<file path="config.mk">
export PLATFORM = sky130hd
export DESIGN_NAME = uart_rx
export DESIGN_NICKNAME = d
export VERILOG_FILES = /design/src/rtl/uart_pkg.sv /design/src/rtl/uart_rx_sync.sv /design/src/rtl/uart_rx.sv
export SDC_FILE = /design/constraint.sdc
export NUM_CORES = 1
export LEC_CHECK = 0
export CAP_MARGIN = 20
export CORE_AREA = 10 10 66 68
export DETAILED_ROUTE_END_ITERATION = 16
export DIE_AREA = 0 0 76 78
export PLACE_DENSITY = 0.83
export SYNTH_ARGS = -nofsm -noshare
export SYNTH_HDL_FRONTEND = slang
export SYNTH_SLANG_ARGS = --single-unit
</file>
<file path="constraint.sdc">
create_clock -name i_Clock -period 1.95 [get_ports i_Clock]
set_input_delay 0.2925 -clock i_Clock [delete_from_list [all_inputs] [get_ports i_Clock]]
set_output_delay 0.2925 -clock i_Clock [all_outputs]
set_load 0.02 [all_outputs]
</file>
<file path="src/rtl/uart_pkg.sv">
// ============================================================================
// uart_pkg : shared UART state encodings and frame constants
// Rev 1.0
// ============================================================================
`default_nettype none

package uart_pkg;

   typedef enum logic [2:0] {
      s_IDLE         = 3'd0,
      s_RX_START_BIT = 3'd1,
      s_RX_DATA_BITS = 3'd2,
      s_RX_STOP_BIT  = 3'd3,
      s_CLEAN_UP     = 3'd4
   } uart_state_e;

   localparam int CLKS_PER_BIT_DEFAULT = 87;
   localparam int FRAME_BITS           = 8;

endpackage

`default_nettype wire

</file>
<file path="src/rtl/uart_rx_sync.sv">
// ============================================================================
// uart_rx_sync : two-flop synchroniser with a previous-value flop for edge detect
// Rev 1.0
// ============================================================================
`default_nettype none

module uart_rx_sync (
   input  logic i_Clock,
   input  logic i_Rst_n,
   input  logic i_Async,
   output logic o_Rx_Sync,
   output logic o_Fall_Edge
);

   logic meta_q, meta_d;
   logic sync_q, sync_d;
   logic prev_q, prev_d;

   always_comb begin
      meta_d = i_Async;
      sync_d = meta_q;
      prev_d = sync_q;
   end

   // Resetting to 1 matches the idle line, so no false edge appears out of reset.
   always_ff @(posedge i_Clock or negedge i_Rst_n) begin
      if (!i_Rst_n) begin
         meta_q <= 1'b1;
         sync_q <= 1'b1;
         prev_q <= 1'b1;
      end else begin
         meta_q <= meta_d;
         sync_q <= sync_d;
         prev_q <= prev_d;
      end
   end

   assign o_Rx_Sync   = sync_q;
   assign o_Fall_Edge = prev_q & ~sync_q;

endmodule

`default_nettype wire

</file>
<file path="src/rtl/uart_rx.sv">
// ============================================================================
// uart_rx : 8N1 UART receiver, mid-bit sampling, 1-cycle DV / frame-error strobes
// Rev 1.0
// ============================================================================
`default_nettype none

module uart_rx
   import uart_pkg::*;
#(
   parameter int CLKS_PER_BIT = CLKS_PER_BIT_DEFAULT
) (
   input  logic       i_Clock,
   input  logic       i_Rst_n,
   input  logic       i_Rx_Serial,
   output logic       o_Rx_DV,
   output logic [7:0] o_Rx_Byte,
   output logic       o_Rx_Frame_Err,
   output logic       o_Rx_Active
);

   localparam int CNT_W = $clog2(CLKS_PER_BIT);
   localparam int IDX_W = $clog2(FRAME_BITS);
   localparam logic [CNT_W-1:0] CNT_LAST = CNT_W'(CLKS_PER_BIT - 1);
   localparam logic [CNT_W-1:0] CNT_HALF = CNT_W'((CLKS_PER_BIT - 1) / 2);
   localparam logic [CNT_W-1:0] CNT_ONE  = CNT_W'(1);
   localparam logic [IDX_W-1:0] IDX_LAST = IDX_W'(FRAME_BITS - 1);
   localparam logic [IDX_W-1:0] IDX_ONE  = IDX_W'(1);

   logic rx_sync;
   logic rx_fall;

   uart_rx_sync u_sync (
      .i_Clock     (i_Clock),
      .i_Rst_n     (i_Rst_n),
      .i_Async     (i_Rx_Serial),
      .o_Rx_Sync   (rx_sync),
      .o_Fall_Edge (rx_fall)
   );

   uart_state_e           state_q,  state_d;
   logic [CNT_W-1:0]      cnt_q,    cnt_d;
   logic [IDX_W-1:0]      idx_q,    idx_d;
   logic [FRAME_BITS-1:0] shift_q,  shift_d;
   logic [7:0]            byte_q,   byte_d;
   logic                  dv_q,     dv_d;
   logic                  ferr_q,   ferr_d;
   logic                  active_q, active_d;

   always_comb begin
      state_d  = state_q;
      cnt_d    = cnt_q;
      idx_d    = idx_q;
      shift_d  = shift_q;
      byte_d   = byte_q;
      dv_d     = dv_q;
      ferr_d   = ferr_q;
      active_d = active_q;

      case (state_q)
         s_IDLE: begin
            cnt_d = '0;
            idx_d = '0;
            // Only a genuine high-to-low transition starts a frame; a held-low line does not.
            if (rx_fall) begin
               state_d = s_RX_START_BIT;
            end
         end

         s_RX_START_BIT: begin
            if (cnt_q == CNT_HALF) begin
               cnt_d = '0;
               if (!rx_sync) begin
                  state_d  = s_RX_DATA_BITS;
                  active_d = 1'b1;
               end else begin
                  state_d = s_IDLE;
               end
            end else begin
               cnt_d = cnt_q + CNT_ONE;
            end
         end

         s_RX_DATA_BITS: begin
            if (cnt_q < CNT_LAST) begin
               cnt_d = cnt_q + CNT_ONE;
            end else begin
               cnt_d          = '0;
               shift_d[idx_q] = rx_sync;
               if (idx_q == IDX_LAST) begin
                  idx_d   = '0;
                  state_d = s_RX_STOP_BIT;
               end else begin
                  idx_d = idx_q + IDX_ONE;
               end
            end
         end

         s_RX_STOP_BIT: begin
            if (cnt_q < CNT_LAST) begin
               cnt_d = cnt_q + CNT_ONE;
            end else begin
               cnt_d    = '0;
               active_d = 1'b0;
               state_d  = s_CLEAN_UP;
               if (rx_sync) begin
                  byte_d = shift_q;
                  dv_d   = 1'b1;
               end else begin
                  ferr_d = 1'b1;
               end
            end
         end

         s_CLEAN_UP: begin
            dv_d    = 1'b0;
            ferr_d  = 1'b0;
            state_d = s_IDLE;
         end

         default: begin
            state_d = s_IDLE;
         end
      endcase
   end

   always_ff @(posedge i_Clock or negedge i_Rst_n) begin
      if (!i_Rst_n) begin
         state_q  <= s_IDLE;
         cnt_q    <= '0;
         idx_q    <= '0;
         shift_q  <= '0;
         byte_q   <= 8'h00;
         dv_q     <= 1'b0;
         ferr_q   <= 1'b0;
         active_q <= 1'b0;
      end else begin
         state_q  <= state_d;
         cnt_q    <= cnt_d;
         idx_q    <= idx_d;
         shift_q  <= shift_d;
         byte_q   <= byte_d;
         dv_q     <= dv_d;
         ferr_q   <= ferr_d;
         active_q <= active_d;
      end
   end

   assign o_Rx_DV        = dv_q;
   assign o_Rx_Byte      = byte_q;
   assign o_Rx_Frame_Err = ferr_q;
   assign o_Rx_Active    = active_q;

endmodule

`default_nettype wire

</file>
==> flow_summary.toml <==
[critical_path]
worst_setup_path_start_kind = "flip-flop"
crit_arrival_ns = 2.03
r2r_slack_ns = 0.13
cp_cell_sequence = "ha_1, nand4bb_1, o311a_1, nor2_1, o211ai_1"
r2r_start = "cnt_q[1]"
required_ns = 2.15
critPathMaxStageDelay_ns = 0.45
critPathKind = "reg2reg"
critical_path.top_delay_family = "compound AO/OA/AOI/OAI gates"
ff2ff_path_depth = 5
crit_path_end_kind = "flip-flop"
cp_max_fo = 6
cp_slowest_cell = "dfrtp_1"
critPathBufInv = 0
timing.rr.end = "cnt_q[2]"

[layout]
nets = 176
regArea_um2 = 880
n_fill_cell = 256
antenna_cells = 0
drive_above_1_share = 0.205
multi_input_area_um2 = 754
area_growth_pct = 16.2

[logic_synthesis]
synth_edf_count = 0
synthesis.nets = 157
synthArstFlopShare = 1.00
ys_types = 44
synth_seq_cells = 35
synth_flop_cell = "dfrtp_1"
ys_seq_area_frac = 0.523
yosysWarnings = 0
avgSynthCellArea_um2 = 11.1
syn_area_um2 = 1680
syn_inst = 151

[timing]
tightest_slew_ns = 0.466
final.setup_skew_ns = 0.0102
hold_viol = 0
setup_viol = 0
period_share = 0.936
fmax_mhz = 548
slew_headroom = 0.687
timing.final.max_slew_violations = 0
period_needed_ns = 1.82
tns_ns = 0
rsz0062_at_grt = "no"
layout_setup_ws_ns = 0.125

[die]
die_x_um = 76
rows = 21
die_h_um = 78
coreArea_um2 = 3180
initial_core_util = 0.529
ios = 14
dieArea_um2 = 5930

[clock_network]
clk_pin_slew_ns = 0.10
cts_tree = "done"
ctsHoldBuffers = 0
insertion_delay_ns = 0.33
cts_root_buf = "clkbuf_4"
cts.repair.resized = 0
post-cts-setup-buffers = 0
clock_sinks = 35
ctsHtreeMaxLevel = 2
clock_path_buffers = 2
cts_buffers = 5

[routing]
drt_iter0_drc = 84
via_per_inst = 5.72
drt.antenna.violating_nets = 0
dr.pass1.iters = 4
drt_wl_total_um = 3400
drcViolationCount = 0
wl_per_cell_um = 15.7
vias = 1241

[job]
maxCapViolations = 0

[global_route]
grt.total_usage = 0.119
grt_pass1_vias = 1236
overflow = 0
grt_pass1_wl_um = 5850
antenna_found_initial = 0
grt_max_degree = 36

[place]
gp_congestion = 0.775
io_buffer_count = 13
place_ws_ns = 0.160
hpwl_um = 2520

[pwr]
cellPowerDensity_nw_per_um2 = 967
ir_worst_vdd_v = 0.000571
power_leakage_nw = 0.834

[min_path]
hold_class = "in2async"

[run_status]
run_status = "finished, final reports clean"
-- logic make-up (layout without fill, tap and decap cells) --
kind of cell             Yosys count  count (layout)  synth area share
XOR/XNOR                           4               4            0.0208
AND/OR/NAND/NOR                   46              46             0.159
buffers and inverters             12              32            0.0283
AO/OA/AOI/OAI                     37              37             0.153
flip-flops                        35              35             0.523
adder cells (fa/ha/maj)            3               3            0.0223
multiplexers                      14              14            0.0937
-- cell usage after synthesis (2+ instances only) --
library cell,n,share of area
nor3_1,4,0.012
nor2_1,8,0.018
ha_1,3,0.022
a21oi_1,7,0.021
inv_1,5,0.011
nand2_1,13,0.029
and4b_1,2,0.012
nand2b_1,2,0.0074
a2bb2oi_1,2,0.010
nor4_1,2,0.0074
nand4_1,2,0.0074
clkbuf_1,5,0.011
xnor2_1,3,0.016
o211ai_1,2,0.0089
dfstp_2,3,0.047
o31ai_1,3,0.013
mux2_2,14,0.094
dfrtp_1,32,0.48
o21ai_0,11,0.033
nand3_1,4,0.012
-- power breakdown --
group	leakage [nW]	switching [W]	internal (W)
clock network	0.0386	0.000219	0.000212
registers	0.459	0.000147	0.000814
logic	0.337	0.000278	0.000219
-- layout by cell type, fill, tap and decap left out, drive strengths merged, types with 6 or more instances in the layout --
| master | netlist | final |
|---|---|---|
| dfrtp | 32 | 32 |
| mux2 | 14 | 14 |
| nand2 | 13 | 13 |
| clkdlybuf4s50 | 0 | 13 |
| o21ai | 11 | 11 |
| nor2 | 8 | 8 |
| clkbuf | 6 | 8 |
| a21oi | 7 | 7 |
| buf | 1 | 6 |
-- layout make-up --
| cell class | count | area share |
|---|---|---|
| Inverter | 5 | 0.00960 |
| Multi-Input combinational cell | 104 | 0.386 |
| Timing Repair Buffer | 19 | 0.0896 |
| Clock buffer | 8 | 0.0352 |
| Tap cell | 46 | 0.0294 |
| Sequential cell | 35 | 0.450 |
-- state kept, by name, indices dropped and copies added (netlist names) --
register and count:
state_q 3, o_Rx_DV 1, u_sync.o_Rx_Sync 1, shift_q 8, cnt_q 7, u_sync.meta_q 1
o_Rx_Frame_Err 1, o_Rx_Byte 8, o_Rx_Active 1, idx_q 3, u_sync.prev_q 1
-- metrics by stage --
| step | hold slack (ns) | utilization | area (µm²) | instances | power, W |
|---|---|---|---|---|---|
| 2_1_floorplan | -0.00309 | - | 1680 | 151 | 0.00131 |
| 3_3_place_gp | 0.347 | 0.593 | 1890 | 209 | 0.00143 |
| 3_5_place_dp | 0.352 | 0.593 | 1890 | 209 | 0.00146 |
| 4_1_cts | 0.360 | 0.615 | 1950 | 217 | 0.00190 |
| 5_1_grt | 0.366 | 0.615 | 1950 | 217 | 0.00201 |
| 6_report | 0.355 | 0.615 | 1950 | 217 | 0.00189 |
-- worst reg2reg max path, stage by stage, from the launching register on --
cell and delay [ns]:
dfrtp_1 0.45, ha_1 0.24, nand4bb_1 0.13, o311a_1 0.35, nor2_1 0.35, o211ai_1 0.17
-- per-layer routing --
layer,track usage,wire (µm),up-vias
met5,0,0,-
met4,0.0682,96,0
met3,0.0438,169,9
met2,0.202,1720,32
met1,0.126,1410,608
li1,-,-,592
-- how the worst max path moves through the flow --
stage                          start            to  slack, ns  cells after the start
finish                      cnt_q[1]      cnt_q[2]       0.13                      5
global route                cnt_q[1]      cnt_q[2]       0.02                      5
CTS                         cnt_q[1]      cnt_q[2]       0.15                      5
detailed placement          cnt_q[2]  o_Rx_Byte[7]       0.16                      4
global placement            cnt_q[5]  o_Rx_Byte[2]       0.26                      4
floorplan           u_sync.o_Rx_Sync  o_Rx_Byte[0]       0.26                      4
Power figures use the tool's default switching activity.
